===== src/rtl/spi_target.sv =====
// SPI mode-0 target, MSB first. Pins are synchronized into clk_in; a one-deep
// TX buffer feeds each frame and single-cycle pulses report frame events.
module spi_target #(
  parameter int SIZE        = 40,
  parameter int SYNC_STAGES = 2
) (
  input  logic            clk_in,
  input  logic            reset_in,
  input  logic            sclk_in,
  input  logic            cs_n_in,
  input  logic            mosi_in,
  output logic            miso_out,
  input  logic [SIZE-1:0] tx_data_in,
  input  logic            tx_load_in,
  output logic [SIZE-1:0] rx_data_out,
  output logic            rx_valid_out,
  output logic            tx_underrun_out,
  output logic            frame_error_out,
  output logic            busy_out,
  output logic [1:0]      state_dbg
);
  localparam int CW = $clog2(SIZE) + 1;
  localparam int FW = $clog2(SYNC_STAGES + 1) + 1;

  localparam logic [1:0] ST_IDLE  = 2'd0;
  localparam logic [1:0] ST_SHIFT = 2'd1;
  localparam logic [1:0] ST_DONE  = 2'd2;

  localparam logic [CW-1:0] BITS_FULL  = CW'(SIZE);
  localparam logic [FW-1:0] FLUSH_DONE = FW'(SYNC_STAGES);

  logic [SYNC_STAGES-1:0] sclk_sync;
  logic [SYNC_STAGES-1:0] cs_sync;
  logic [SYNC_STAGES-1:0] mosi_sync;
  logic                   sclk_prev;
  logic                   cs_prev;
  logic [FW-1:0]          flush_cnt;
  logic                   armed;

  logic sclk_s;
  logic cs_s;
  logic mosi_s;
  logic sclk_rise;
  logic sclk_fall;
  logic cs_fall;
  logic cs_rise;

  assign sclk_s = sclk_sync[SYNC_STAGES-1];
  assign cs_s   = cs_sync[SYNC_STAGES-1];
  assign mosi_s = mosi_sync[SYNC_STAGES-1];

  // Synchronizer chains. After reset the chain still holds idle levels, so a
  // frame start is accepted only once a real (flushed) high cs_n has been seen.
  always_ff @(posedge clk_in) begin
    if (reset_in) begin
      sclk_sync <= '0;
      cs_sync   <= '1;
      mosi_sync <= '0;
      sclk_prev <= 1'b0;
      cs_prev   <= 1'b1;
      flush_cnt <= '0;
      armed     <= 1'b0;
    end else begin
      sclk_sync <= {sclk_sync[SYNC_STAGES-2:0], sclk_in};
      cs_sync   <= {cs_sync[SYNC_STAGES-2:0], cs_n_in};
      mosi_sync <= {mosi_sync[SYNC_STAGES-2:0], mosi_in};
      sclk_prev <= sclk_s;
      cs_prev   <= cs_s;
      if (flush_cnt != FLUSH_DONE) flush_cnt <= flush_cnt + 1'b1;
      if ((flush_cnt == FLUSH_DONE) && cs_s) armed <= 1'b1;
    end
  end

  assign sclk_rise = sclk_s & ~sclk_prev;
  assign sclk_fall = ~sclk_s & sclk_prev;
  assign cs_fall   = armed & cs_prev & ~cs_s;
  assign cs_rise   = cs_s & ~cs_prev;

  logic [1:0]      state;
  logic [CW-1:0]   bit_cnt;
  logic [SIZE-1:0] rx_shift;
  logic [SIZE-1:0] tx_shift;
  logic [SIZE-1:0] tx_buf;
  logic            tx_pending;

  always_ff @(posedge clk_in) begin
    if (reset_in) begin
      state           <= ST_IDLE;
      bit_cnt         <= '0;
      rx_shift        <= '0;
      tx_shift        <= '0;
      tx_buf          <= '0;
      tx_pending      <= 1'b0;
      rx_data_out     <= '0;
      rx_valid_out    <= 1'b0;
      tx_underrun_out <= 1'b0;
      frame_error_out <= 1'b0;
    end else begin
      rx_valid_out    <= 1'b0;
      tx_underrun_out <= 1'b0;
      frame_error_out <= 1'b0;
      if (tx_load_in) begin
        tx_buf     <= tx_data_in;
        tx_pending <= 1'b1;
      end
      case (state)
        ST_IDLE: begin
          if (cs_fall) begin
            state      <= ST_SHIFT;
            bit_cnt    <= '0;
            rx_shift   <= '0;
            tx_pending <= 1'b0;
            // A load arriving with the frame start goes straight into this frame.
            if (tx_load_in) begin
              tx_shift <= tx_data_in;
            end else if (tx_pending) begin
              tx_shift <= tx_buf;
            end else begin
              tx_shift        <= '0;
              tx_underrun_out <= 1'b1;
            end
          end
        end
        ST_SHIFT: begin
          // cs_n edges win over any sclk edge seen in the same cycle.
          if (cs_rise) begin
            state <= ST_IDLE;
            if (bit_cnt == BITS_FULL) begin
              rx_data_out  <= rx_shift;
              rx_valid_out <= 1'b1;
            end else if (bit_cnt != '0) begin
              frame_error_out <= 1'b1;
            end
          end else if (bit_cnt == BITS_FULL) begin
            rx_data_out  <= rx_shift;
            rx_valid_out <= 1'b1;
            state        <= ST_DONE;
          end else if (sclk_rise) begin
            rx_shift <= {rx_shift[SIZE-2:0], mosi_s};
            bit_cnt  <= bit_cnt + 1'b1;
          end else if (sclk_fall) begin
            tx_shift <= {tx_shift[SIZE-2:0], 1'b0};
          end
        end
        ST_DONE: begin
          if (cs_rise) state <= ST_IDLE;
        end
        default: state <= ST_IDLE;
      endcase
    end
  end

  assign miso_out  = (state == ST_SHIFT) & tx_shift[SIZE-1];
  assign busy_out  = (state != ST_IDLE);
  assign state_dbg = state;

endmodule


===== config.mk =====
export PLATFORM = sky130hd
export DESIGN_NAME = spi_target
export DESIGN_NICKNAME = d
export VERILOG_FILES = /design/src/rtl/spi_target.sv
export SDC_FILE = /design/constraint.sdc
export NUM_CORES = 1
export LEC_CHECK = 0
export ABC_AREA = 1
export ABC_CLOCK_PERIOD_IN_PS = 1960
export CORE_UTILIZATION = 50
export CTS_CLUSTER_DIAMETER = 200
export DETAILED_ROUTE_END_ITERATION = 16
export MAX_ROUTING_LAYER = met4
export PLACE_DENSITY = 0.75
export SYNTH_ARGS = -nofsm -noshare
export SYNTH_HDL_FRONTEND = slang
export SYNTH_SLANG_ARGS = --single-unit

===== constraint.sdc =====
create_clock -name clk_in -period 1.96 [get_ports clk_in]
set_clock_uncertainty 0.2 [all_clocks]
set_input_delay 0.392 -clock clk_in [delete_from_list [all_inputs] [get_ports clk_in]]
set_output_delay 0.392 -clock clk_in [all_outputs]
set_load 0.02 [all_outputs]

==> Yosys cells after proc, flatten, opt, wreduce, memory -nomap -nowiden <==
Cells that the tools add are included.
{ "op_classes": {"add_sub_neg": 2, "n_eq_ne": 13, "mux": 29, "bitwise_logic": 14, "reduce_logical": 12} }
{ "op_table": {"columns": ["operator", "count"], "rows": [
  ["$mux 40", 11],
  ["$pmux 40 s2", 2],
  ["$mux 7", 4],
  ["$ne 2x2->1 const B", 7],
  ["$pmux 7 s2", 1],
  ["$mux 2", 4],
  ["$not 1->1", 8],
  ["$reduce_or 4->1", 2],
  ["$add 7x1->7 const B", 1],
  ["$eq 7x6->1 const B", 1],
  ["$reduce_bool 7->1", 1],
  ["$and 1x1->1", 6],
  ["$mux 1", 6],
  ["$pmux 2 s3", 1],
  ["$reduce_and 6->1", 1],
  ["$reduce_and 5->1", 1],
  ["$reduce_bool 2->1", 2],
  ["$add 3x1->3 const B", 1],
  ["$eq 3x2->1 const B", 1],
  ["$ne 3x2->1 const B", 1],
  ["$ne 3x3->1 const B", 1],
  ["$reduce_and 3->1", 1],
  ["$eq 2x1->1 const B", 1],
  ["$eq 2x2->1 const B", 1],
  ["4 further kinds", 4]
]} }
{ "word_totals": {"ff_bits": 185, "input_bits": 46, "output_inout_bits": 47, "wordCells": 87} }

==> Depth between registers and ports, before layout <==
{ "depth": {"depth_word": 7, "ltp_mapped": 12, "ltp_nobuf": 11} }

==> Worst setup path before layout <==
Ideal clock, no wire load.
{ "synth_path": {"path_kind": "register -> output", "start": "register state[1], in the netlist state_dbg[1]", "end": "output miso_out", "arrival_ns": 1.290, "t_required_ns": 1.368, "setup_slack_ns": 0.078, "path_stages_with_launch": 6, "path_buffers": 2, "cell_sequence": "dfxtp_1 -> inv_2 -> nand2_2 -> buf_2 -> clkbuf_1 -> nor2_1"} }
{ "synth_between": {"elab_chain_len": 2} }
{ "synth_lines": {"columns": ["item", "line_no", "source"], "rows": [
  ["from (decl)", "79", "logic [1:0] state;"],
  ["from (signal assigned)", "88", "state <= ST_IDLE;"],
  ["from (signal assigned)", "109", "state <= ST_SHIFT;"],
  ["from (signal assigned)", "127", "state <= ST_IDLE;"],
  ["$eq 2x1->1", "153", "assign miso_out = (state == ST_SHIFT) & tx_shift[SIZE-1];"],
  ["$and 1x1->1", "153", null],
  ["to (decl)", "12", "output logic miso_out,"]
]} }
No other way between the ends.

==> Final worst setup path <==
{ "layout_path": {"start": "register state[0], in the netlist state_dbg[0]", "end": "output busy_out"} }
{ "layout_between": {"elab_chain_len": 1} }
{ "layout_lines": {"columns": ["item", "line_no", "source"], "rows": [
  ["$reduce_bool 2->1", "154", "assign busy_out = (state != ST_IDLE);"],
  ["to (decl)", "19", "output logic busy_out,"]
]} }
No other way between the ends.

==> impl_metrics.prom <==
# TYPE chip_impl_metric gauge
chip_impl_metric{name="post_syn_area_per_cell",unit="sq um"} 7.00
chip_impl_metric{name="power.total",unit="mW"} 8.40
chip_impl_metric{name="clk_latency",unit="ns"} 0.43
chip_impl_metric{name="internal_power",unit="mW"} 6.15
chip_impl_metric{name="drt_iter0_drc",unit=""} 613
chip_impl_metric{name="yosys.cell_types.count",unit=""} 29
chip_impl_metric{name="power_per_cell_area",unit="nW/um^2"} 873
chip_impl_info{name="highest_layer",value="met4"} 1
chip_impl_metric{name="relSlewSlack",unit="%"} 69.0
chip_impl_metric{name="share_of_yosys_cell_area_claimed_by_the_top_area_cell_type",unit="%"} 47.0
chip_impl_metric{name="die_w",unit="um"} 128
chip_impl_metric{name="max-cap-violations",unit=""} 0
chip_impl_metric{name="nets",unit=""} 1243
chip_impl_metric{name="holdBufCountCts",unit=""} 0
chip_impl_metric{name="grt_pass1_wl",unit="um"} 30600
chip_impl_metric{name="antenna-diode-count",unit=""} 0
chip_impl_metric{name="dp_hpwl",unit="um"} 11200
chip_impl_metric{name="groute.usage.overall",unit="%"} 23.8
chip_impl_metric{name="floorplan.initialDensity",unit="%"} 51.5
chip_impl_info{name="rsz0062_at_grt",value="true"} 1
chip_impl_metric{name="num_vias",unit=""} 7264
chip_impl_metric{name="floorplan.io_pins",unit=""} 93
chip_impl_metric{name="io_port_bufs",unit=""} 92
chip_impl_metric{name="grt_remaining_overflow",unit=""} 0
chip_impl_info{name="start_kind",value="flop"} 1
chip_impl_metric{name="drt.antenna.violating_nets",unit=""} 0
chip_impl_metric{name="drt_first_pass_iters",unit=""} 7
chip_impl_info{name="path_class",value="flop to output pin"} 1
chip_impl_info{name="cts_root_buffer",value="clkbuf_16"} 1
chip_impl_metric{name="wl_met2",unit="um"} 8530
chip_impl_metric{name="syn-instance-count",unit=""} 1127
chip_impl_info{name="layout.cells.most_common",value="nand2_1"} 1
chip_impl_info{name="worst_hold_path_type",value="flop to flop"} 1
chip_impl_info{name="worstSetupEndpointType",value="output pin"} 1
chip_impl_metric{name="grt_pass1_vias",unit=""} 6455
chip_impl_metric{name="route.detailed.wl_per_inst",unit="um"} 13.0
chip_impl_metric{name="wl_met1",unit="um"} 8850
chip_impl_metric{name="slew_of_the_pin_with_the_lowest_slew_margin",unit="ns"} 0.465
chip_impl_metric{name="p_sw",unit="mW"} 2.25
chip_impl_metric{name="row_count",unit=""} 45
chip_impl_info{name="leading_area_contributor_after_synthesis",value="dfxtp_1"} 1
chip_impl_info{name="cts_tree",value="yes"} 1
chip_impl_metric{name="fp.coreArea",unit="sq um"} 15300
chip_impl_metric{name="timing.final.max_slew_violations",unit=""} 0
chip_impl_metric{name="die_area",unit="sq um"} 16300
chip_impl_metric{name="finalInstanceArea",unit="sq um"} 9620
chip_impl_metric{name="cts_buffers",unit=""} 17
chip_impl_metric{name="post_synth_instance_area",unit="sq um"} 7890
chip_impl_metric{name="share_clk_of_total_power",unit="%"} 39.5
chip_impl_metric{name="fin_cells",unit=""} 1417
chip_impl_metric{name="viasPerCell",unit=""} 5.13
chip_impl_metric{name="sequentialPowerShare",unit="%"} 49.0
chip_impl_metric{name="synth-seq-cells",unit=""} 185
chip_impl_metric{name="clk_transition_reported_paths",unit="ns"} 0.07
chip_impl_metric{name="postCtsSetupBuffers",unit=""} 0
chip_impl_metric{name="worstPathRequired",unit="ns"} 1.37
chip_impl_metric{name="post_synth_net_total",unit=""} 1177
chip_impl_metric{name="placed_cell_area",unit="sq um"} 9030
chip_impl_metric{name="cts.sink_count",unit=""} 185
chip_impl_metric{name="achievable-frequency",unit="MHz"} 526
chip_impl_metric{name="final_hold_viol_count",unit=""} 0
chip_impl_info{name="most-common-layout-cells",value="nand2_1 (308), dfxtp_1 (184), nand3_1 (169), nor2_1 (162), o21ai_0 (83)"} 1
chip_impl_metric{name="gp_routability_congestion",unit=""} 0.813
chip_impl_metric{name="synth.yosys.warnings",unit=""} 0
chip_impl_info{name="main_area_contributors_after_synthesis",value="dfxtp_1 (47%), nand2_1 (15%), nand3_1 (11%)"} 1
chip_impl_metric{name="deepest_clock_path_buffer_count",unit=""} 2
chip_impl_metric{name="worstPathArrival",unit="ns"} 1.31
chip_impl_metric{name="timing.final.crit_period",unit="ns"} 1.90
chip_impl_metric{name="cts_max_level",unit=""} 4
chip_impl_metric{name="max-vdd-ir-drop",unit="V"} 0.000645
chip_impl_metric{name="comb_power_share",unit="%"} 11.5
chip_impl_metric{name="post-route-drc-count",unit=""} 0
chip_impl_metric{name="die_h",unit="um"} 128
chip_impl_metric{name="final_min_period_over_clock_period",unit="%"} 97.0
chip_impl_metric{name="cp_max_fo",unit=""} 4
chip_impl_metric{name="power.static_leakage",unit="nW"} 4.05
chip_impl_metric{name="final_layout_size_suffix_gt1_share",unit="%"} 10.9
chip_impl_metric{name="sw_frac_of_total",unit="%"} 26.7
chip_impl_metric{name="yosysSeqAreaShare",unit="%"} 47.0
chip_impl_metric{name="syn2layout_area_growth",unit="%"} 22.0
chip_impl_metric{name="grt_start_max_net_pins",unit=""} 46
chip_impl_info{name="status",value="complete, no violations"} 1
chip_impl_metric{name="endpoints_failing_setup",unit=""} 0
chip_impl_metric{name="detailroute.wirelength.met3",unit="um"} 833
chip_impl_metric{name="place.detailed.instances",unit=""} 1384
chip_impl_metric{name="wl",unit="um"} 18400
chip_impl_metric{name="antenna_found_initial",unit=""} 0
## logic make-up after synthesis
logic type / synth area share [%]
fa+ha+maj: 0.635
flops: 47.0
simple gates: 37.1
buf+inv: 6.44
compound gates: 8.81
## routing by layer
layer | track usage, % | vias up
met5 | - | -
met4 | 6.57 | 0
met3 | 4.73 | 16
met2 | 37.3 | 156
met1 | 31.2 | 3335
li1 | - | 3757
## final timing paths
kind	from	endpoint	slack, ns	cells past startpoint
setup / recovery	state_dbg[0]$_SDFFE_PP0P_	busy_out	0.06	3
hold / removal	sclk_sync[0]$_SDFF_PP0_	sclk_sync[1]$_SDFF_PP0_	0.20	2
setup reg to reg	state_dbg[1]$_SDFFE_PP0P_	tx_shift[6]$_SDFFE_PP0P_	0.09	9
hold reg to reg	sclk_sync[0]$_SDFF_PP0_	sclk_sync[1]$_SDFF_PP0_	0.20	2
## synth_stat cells
cell type  instances
nor2_4             2
buf_2             22
clkinv_1           1
nand3_2            1
nor2_1           164
and2_1             1
buf_1              8
clkbuf_1          47
a311oi_1           1
o211ai_1           1
nand4_1            2
inv_1             22
o21ai_0           83
a211oi_1           2
nor2_2            32
buf_6              5
inv_2              3
nor3b_1            1
nand3_1          169
ha_1               4
o21a_1             1
a21oi_1           48
nand2_2            4
nor4_1             1
nor3_1             1
dfxtp_1          185
buf_4              5
nand2_1          309
or2_2              2
## power groups by stage
stage	Clock, mW	Sequential, mW	Combinational [mW]
final	3.32	4.11	0.964
after global routing	3.52	4.14	1.10
after CTS	3.37	4.11	0.960
after detailed placement	0	4.19	0.953
after floorplan	0	4.17	0.694
after global placement	0	4.19	0.932
## cell type report
class | instances | area (sq um)
clock inverter | 15 | 140
timing repair buffer | 134 | 1280
multi-input combinational | 829 | 3690
fill | 1398 | 5700
sequential | 185 | 3700
clock buffer | 17 | 425
inverter | 26 | 110
tap | 211 | 264
## critical path: stages, from the launching register on
cell	delay [ns]
dfxtp_2	0.34
nor2_1	0.19
inv_2	0.09
clkdlybuf4s15_2	0.26
## flip-flops by register name, summed over array words and instances (netlist names), 3 cells and up
name	flops
flush_cnt	3
tx_buf	40
tx_shift	40
rx_shift	40
rx_data_out	40
bit_cnt	7
## per-stage QoR
stage               TNS [ns]  util, %  setup slack (ns)  hold slack, ns
global route          -0.109     62.8           -0.0208           0.215
detailed placement     -4.80     59.0            -0.139           0.196
global placement       -3.08     59.0           -0.0965           0.190
floorplan                  0        -            0.0782           0.188
finish                     0     62.8            0.0591           0.205
CTS                        0     62.3            0.0191           0.193
## what timing repair did
item	CTS	global route
pin swaps	0	1
setup endpoints to repair	122	125
gates cloned	0	1
resized for setup	55	18
(Power assumes the default switching activity.)
